$ cat config.mk
export PLATFORM = sky130hd
export DESIGN_NAME = approx_div_seq
export DESIGN_NICKNAME = d
export VERILOG_FILES = /design/src/rtl/approx_div_pkg.sv /design/src/rtl/approx_div_row.sv /design/src/rtl/approx_div_seq.sv
export SDC_FILE = /design/constraint.sdc
export NUM_CORES = 1
export LEC_CHECK = 0
export CAP_MARGIN = 10
export CORE_ASPECT_RATIO = 2
export CORE_MARGIN = 1.5
export CORE_UTILIZATION = 31
export DETAILED_ROUTE_END_ITERATION = 16
export GPL_TIMING_DRIVEN = 0
export PLACE_DENSITY = 0.58
export SKIP_CTS_REPAIR_TIMING = 1
export SYNTH_ARGS = -nofsm -noshare
export SYNTH_HDL_FRONTEND = slang
export SYNTH_HIERARCHICAL = 1
export SYNTH_SLANG_ARGS = --single-unit
$ cat constraint.sdc
create_clock -name clk -period 3.82 [get_ports clk]
set_input_delay 0.955 -clock clk [delete_from_list [all_inputs] [get_ports clk]]
set_output_delay 0.955 -clock clk [all_outputs]
set_load 0.05 [all_outputs]
$ cat src/rtl/approx_div_pkg.sv
// Shared state encodings and cell/mask helpers for the sequential approximate divider.
package approx_div_pkg;

    localparam logic [1:0] ST_IDLE = 2'd0;
    localparam logic [1:0] ST_BUSY = 2'd1;
    localparam logic [1:0] ST_DONE = 2'd2;

    // Exact full subtractor cell, returns {diff, bout}.
    function automatic logic [1:0] exact_cell(input logic x, input logic y, input logic bin);
        logic diff;
        logic bout;
        diff = x ^ y ^ bin;
        bout = (~x & y) | (~(x ^ y) & bin);
        return {diff, bout};
    endfunction

    // Approximate subtractor cell, returns {diff, bout}.
    function automatic logic [1:0] approx_cell(input logic x, input logic y, input logic bin);
        logic diff;
        logic bout;
        diff = x & (~y | ~bin);
        bout = (~x & y) | (x & bin);
        return {diff, bout};
    endfunction

    // Bit j is set when cell (row, j) lies inside the approximate triangle.
    function automatic logic [31:0] approx_mask(input int row, input int depth, input int w);
        logic [31:0] m;
        m = 32'd0;
        for (int j = 0; j < 32; j++) begin
            if ((j < w) && ((row + j) < depth)) begin
                m[j] = 1'b1;
            end else begin
                m[j] = 1'b0;
            end
        end
        return m;
    endfunction

endpackage

$ cat src/rtl/approx_div_row.sv
// One combinational restoring-division row with per-column exact/approximate cell selection.
module approx_div_row
    import approx_div_pkg::*;
#(
    parameter int D_W = 8
) (
    input  logic [D_W-1:0] x,
    input  logic           t,
    input  logic [D_W-1:0] d,
    input  logic [D_W-1:0] mask,
    output logic           q_bit,
    output logic [D_W-1:0] row_r
);

    logic [D_W-1:0] diff_s;
    logic           bout_s;

    // Ripple the borrow from column 0 upward, choosing the cell type per column.
    always_comb begin
        logic [1:0] cell_v;
        logic       bin_v;
        bin_v  = 1'b0;
        diff_s = '0;
        for (int j = 0; j < D_W; j++) begin
            if (mask[j]) begin
                cell_v = approx_cell(x[j], d[j], bin_v);
            end else begin
                cell_v = exact_cell(x[j], d[j], bin_v);
            end
            diff_s[j] = cell_v[1];
            bin_v     = cell_v[0];
        end
        bout_s = bin_v;
    end

    // A quotient bit of 1 keeps the difference, otherwise the row restores x.
    always_comb begin
        q_bit = t | ~bout_s;
        if (q_bit) begin
            row_r = diff_s;
        end else begin
            row_r = x;
        end
    end

endmodule

$ cat src/rtl/approx_div_seq.sv
// Sequential approximate divider: one quotient row per clock behind valid/ready handshakes.
module approx_div_seq
    import approx_div_pkg::*;
#(
    parameter int D_W          = 8,
    parameter int APPROX_DEPTH = 4
) (
    input  logic             clk,
    input  logic             rst_n,
    input  logic             in_valid,
    output logic             in_ready,
    input  logic [2*D_W-1:0] n,
    input  logic [D_W-1:0]   d,
    input  logic             approx_en,
    output logic             out_valid,
    input  logic             out_ready,
    output logic [D_W-1:0]   q,
    output logic [D_W-1:0]   r,
    output logic             dz
);

    localparam int                CNT_W    = $clog2(D_W);
    localparam logic [CNT_W-1:0] LAST_ROW = CNT_W'(D_W - 1);

    logic [1:0]       state_r;
    logic [CNT_W-1:0] cnt_r;
    logic [2*D_W-1:0] n_r;
    logic [D_W-1:0]   d_r;
    logic             ae_r;
    logic [D_W-1:0]   prev_r;
    logic [D_W-1:0]   q_acc_r;
    logic [D_W-1:0]   q_r;
    logic [D_W-1:0]   r_r;
    logic             dz_r;

    logic [D_W-1:0]   x_s;
    logic             t_s;
    logic [D_W-1:0]   mask_s;
    logic             q_bit_s;
    logic [D_W-1:0]   row_r_s;

    // The first row reads the dividend top directly; later rows shift in one dividend bit.
    always_comb begin
        if (cnt_r == LAST_ROW) begin
            x_s = n_r[2*D_W-2:D_W-1];
            t_s = n_r[2*D_W-1];
        end else begin
            x_s = {prev_r[D_W-2:0], n_r[cnt_r]};
            t_s = prev_r[D_W-1];
        end
        if (ae_r) begin
            mask_s = D_W'(approx_mask(32'(cnt_r), APPROX_DEPTH, D_W));
        end else begin
            mask_s = '0;
        end
    end

    approx_div_row #(
        .D_W (D_W)
    ) u_row (
        .x     (x_s),
        .t     (t_s),
        .d     (d_r),
        .mask  (mask_s),
        .q_bit (q_bit_s),
        .row_r (row_r_s)
    );

    // Control FSM with operand capture, row iteration and result latching.
    always_ff @(posedge clk or negedge rst_n) begin
        if (!rst_n) begin
            state_r <= ST_IDLE;
            cnt_r   <= '0;
            n_r     <= '0;
            d_r     <= '0;
            ae_r    <= 1'b0;
            prev_r  <= '0;
            q_acc_r <= '0;
            q_r     <= '0;
            r_r     <= '0;
            dz_r    <= 1'b0;
        end else begin
            case (state_r)
                ST_IDLE: begin
                    if (in_valid) begin
                        n_r     <= n;
                        d_r     <= d;
                        ae_r    <= approx_en;
                        cnt_r   <= LAST_ROW;
                        state_r <= ST_BUSY;
                    end
                end
                ST_BUSY: begin
                    prev_r         <= row_r_s;
                    q_acc_r[cnt_r] <= q_bit_s;
                    if (cnt_r == '0) begin
                        q_r     <= {q_acc_r[D_W-1:1], q_bit_s};
                        r_r     <= row_r_s;
                        dz_r    <= (d_r == '0);
                        state_r <= ST_DONE;
                    end else begin
                        cnt_r <= cnt_r - CNT_W'(1);
                    end
                end
                ST_DONE: begin
                    if (out_ready) begin
                        state_r <= ST_IDLE;
                    end
                end
                default: begin
                    state_r <= ST_IDLE;
                end
            endcase
        end
    end

    assign in_ready  = (state_r == ST_IDLE);
    assign out_valid = (state_r == ST_DONE);
    assign q         = q_r;
    assign r         = r_r;
    assign dz        = dz_r;

endmodule

==> run metrics <==
status=finished, final reports clean; hpwl dp=6.26 mm; Hold WC Path Type=flop to flop; final instance area=4450 um2; Clock Latency Late Sink=0.33 ns; top cells by area, synth=dfrtp_1 (45%), mux2_2 (9.8%), mux2_4 (9.1%); Worst-Margin Slew=0.826 ns; core box area=10900 um2; placed cell count=491; Mapped Area=3460 um2; TritonCTS Sinks=62; Post-DP Area=4130 um2; worst r2r src=cnt_r[0]; synthesized area per cell=11.6 um2; post-route insts no fill=506; FILL cells=1032; CTS H-tree depth=3; cell taking the most area after synthesis=dfrtp_1; Post-synth EDFFs=0; vias in the first global route=2671; max cap viols=0; critical path capture point type=flop; final setup margin=0.221 ns; fin crit share=94.2%; first drt pass iteration count=6; Max FO, Critical Path=10; clock skew=0.00444 ns; Total Wirelength=8.57 mm; # diodes=0; WP data arrival=3.81 ns; GRT Total Usage=15.4%; total gr overflow=0; share of post-route cells with drive strength above 1=24.0%; Setup CP Type=flop to flop; Final ANT Viol Nets=0; Wirelength per Cell=16.9 um; WP data required=4.03 ns; Tmin final=3.60 ns; Synthesis Warnings=6; slew margin rel.=44.9%; # port buffers=47; sequential area share after synthesis=44.8%; HP Start=prev_r[1]; multi-input logic area=1800 um2; post-place setup slack=-0.263 ns; via count=2458; largest net degree at the start of global routing=63; initial core utilization=31.8%; io pins=48; global placement routability congestion=0.837; clock root cell=clkbuf_16; Fin Hold WS=0.468 ns; CTS tree=done; CTS buffer count=9; asr flop ratio synth=100%; Die Width=77.8 um; drt first-iter violations=128; DRC Markers=0; max-slew violations=0; # setup viols final=0; vias per cell=4.86; Fmax=278 MHz; first-pass GRT wire length=13.7 mm; Final #Nets=403; initial antenna violation count=0; cell row count=54; FF+latch area=1550 um2; Worst setup SP type=flop; Layout Area Growth over Synthesis=28.5%; Clock Tree Buf Depth=2; Post-synth top flop=dfrtp_1; Clock transition at path regs=0.05 ns; Die Span Y=153 um; Distinct cells, synth=50; Synth top area share=44.8%; post-synthesis cell count=298; CP startpoint=cnt_r[0]; Yosys reg bits=62; Fin. Hold Viols=0; RSZ-0062 raised after global routing=false; die area=11900 um2
## routing by layer
metal | wire length, um | part of all wire [%] | vias up | GRT usage, %
li1 | - | - | 1175 | -
met1 | 3180 | 37 | 1228 | 15.4
met2 | 5010 | 58 | 40 | 29.6
met3 | 145 | 1.7 | 15 | 2.16
met4 | 231 | 2.7 | 0 | 8.23
met5 | 0 | 0 | - | 0
## synthesized netlist by cell type (3+ instances only)
cell type and count:
inv_1 19, nand2b_1 3, nand2_1 30, nand3_1 5
nor2_1 11, a21oi_1 5, xnor2_1 4, a2bb2oi_1 4
buf_2 5, mux2_2 30, nor3_1 12, nand4_1 3
mux2_1 10, mux2i_1 8, buf_6 4, mux2_4 21
dfrtp_1 62, nor4_1 4, ha_1 13, o21ai_0 9
## worst max-delay path, stage by stage (launching register included)
cell and delay, ns:
dfrtp_1 0.38, buf_4 0.18, mux2i_1 0.12, mux4_2 0.46, a31oi_1 0.17, inv_1 0.08, ha_1 0.24, or2_2 0.34
o211ai_4 0.10, a211oi_2 0.14, o21a_4 0.26, nand2b_1 0.23, a221o_1 0.48, mux2_2 0.30
## cells by family after synthesis
logic type	count (synthesis)	synth area share, %
AND/OR/NAND/NOR	84	12.2
XOR/XNOR	6	1.52
flip-flops	62	44.8
other	1	0.108
multiplexers	70	25.1
AO/OA/AOI/OAI	32	7.26
buffers and inverters	30	4.41
adder cells (fa/ha/maj)	13	4.69
## stage by stage
| stage | setup TNS (ns) | utilization, % |
|---|---|---|
| after floorplan | 0 | - |
| after global routing | 0 | 40.9 |
| final | 0 | 40.9 |
| after detailed placement | -1.89 | 38.0 |
| after CTS | -2.06 | 40.7 |
| after global placement | -18.76 | 38.0 |
## placed cells by master (no fill, tap or decap), types with 4 or more instances in the layout
cell type and n:
a2bb2oi_1 4, nand2_1 30, nor2_1 11, mux2_4 21, buf_6 4, mux2_2 30, a21oi_1 5, mux2_1 10
dfrtp_1 61, clkbuf_16 9, conb_1 7, clkdlybuf4s50_1 46, inv_1 18, o21ai_0 9, nor4_1 4, xnor2_1 4
ha_1 12, buf_2 5, mux2i_1 8, nor3_1 12, nand3_1 5
## state kept, by name (all words and copies together), names as in the netlist
signal	cells
n_r	16
d_r	8
prev_r	8
q	8
r	8
q_acc_r	7
cnt_r	3
state_r	2
ae_r	1
dz	1
## cell type report
| cell class | count | share of cell area (%) |
|---|---|---|
| Clock inverter | 4 | 1.01 |
| Sequential cell | 62 | 34.9 |
| Timing Repair Buffer | 47 | 10.5 |
| Buffer | 10 | 1.74 |
| Clock buffer | 12 | 5.76 |
| Multi-Input combinational cell | 212 | 40.5 |
| Tap cell | 140 | 3.93 |
| Inverter | 19 | 1.69 |
## final timing paths
path / depth (start not counted) / to / slack [ns]
max reg2reg: 13 / r[7] / 0.22
max in group asynchronous: 1 / cnt_r[2] / 2.51
min: 2 / prev_r[1] / 0.47
max: 13 / r[7] / 0.22
min in group asynchronous: 1 / r[7] / 0.71
min reg2reg: 2 / prev_r[1] / 0.47
Power is left out: the tool's default activity adds up to more than one toggle a clock period on the data nets, which glitch-free logic cannot reach.
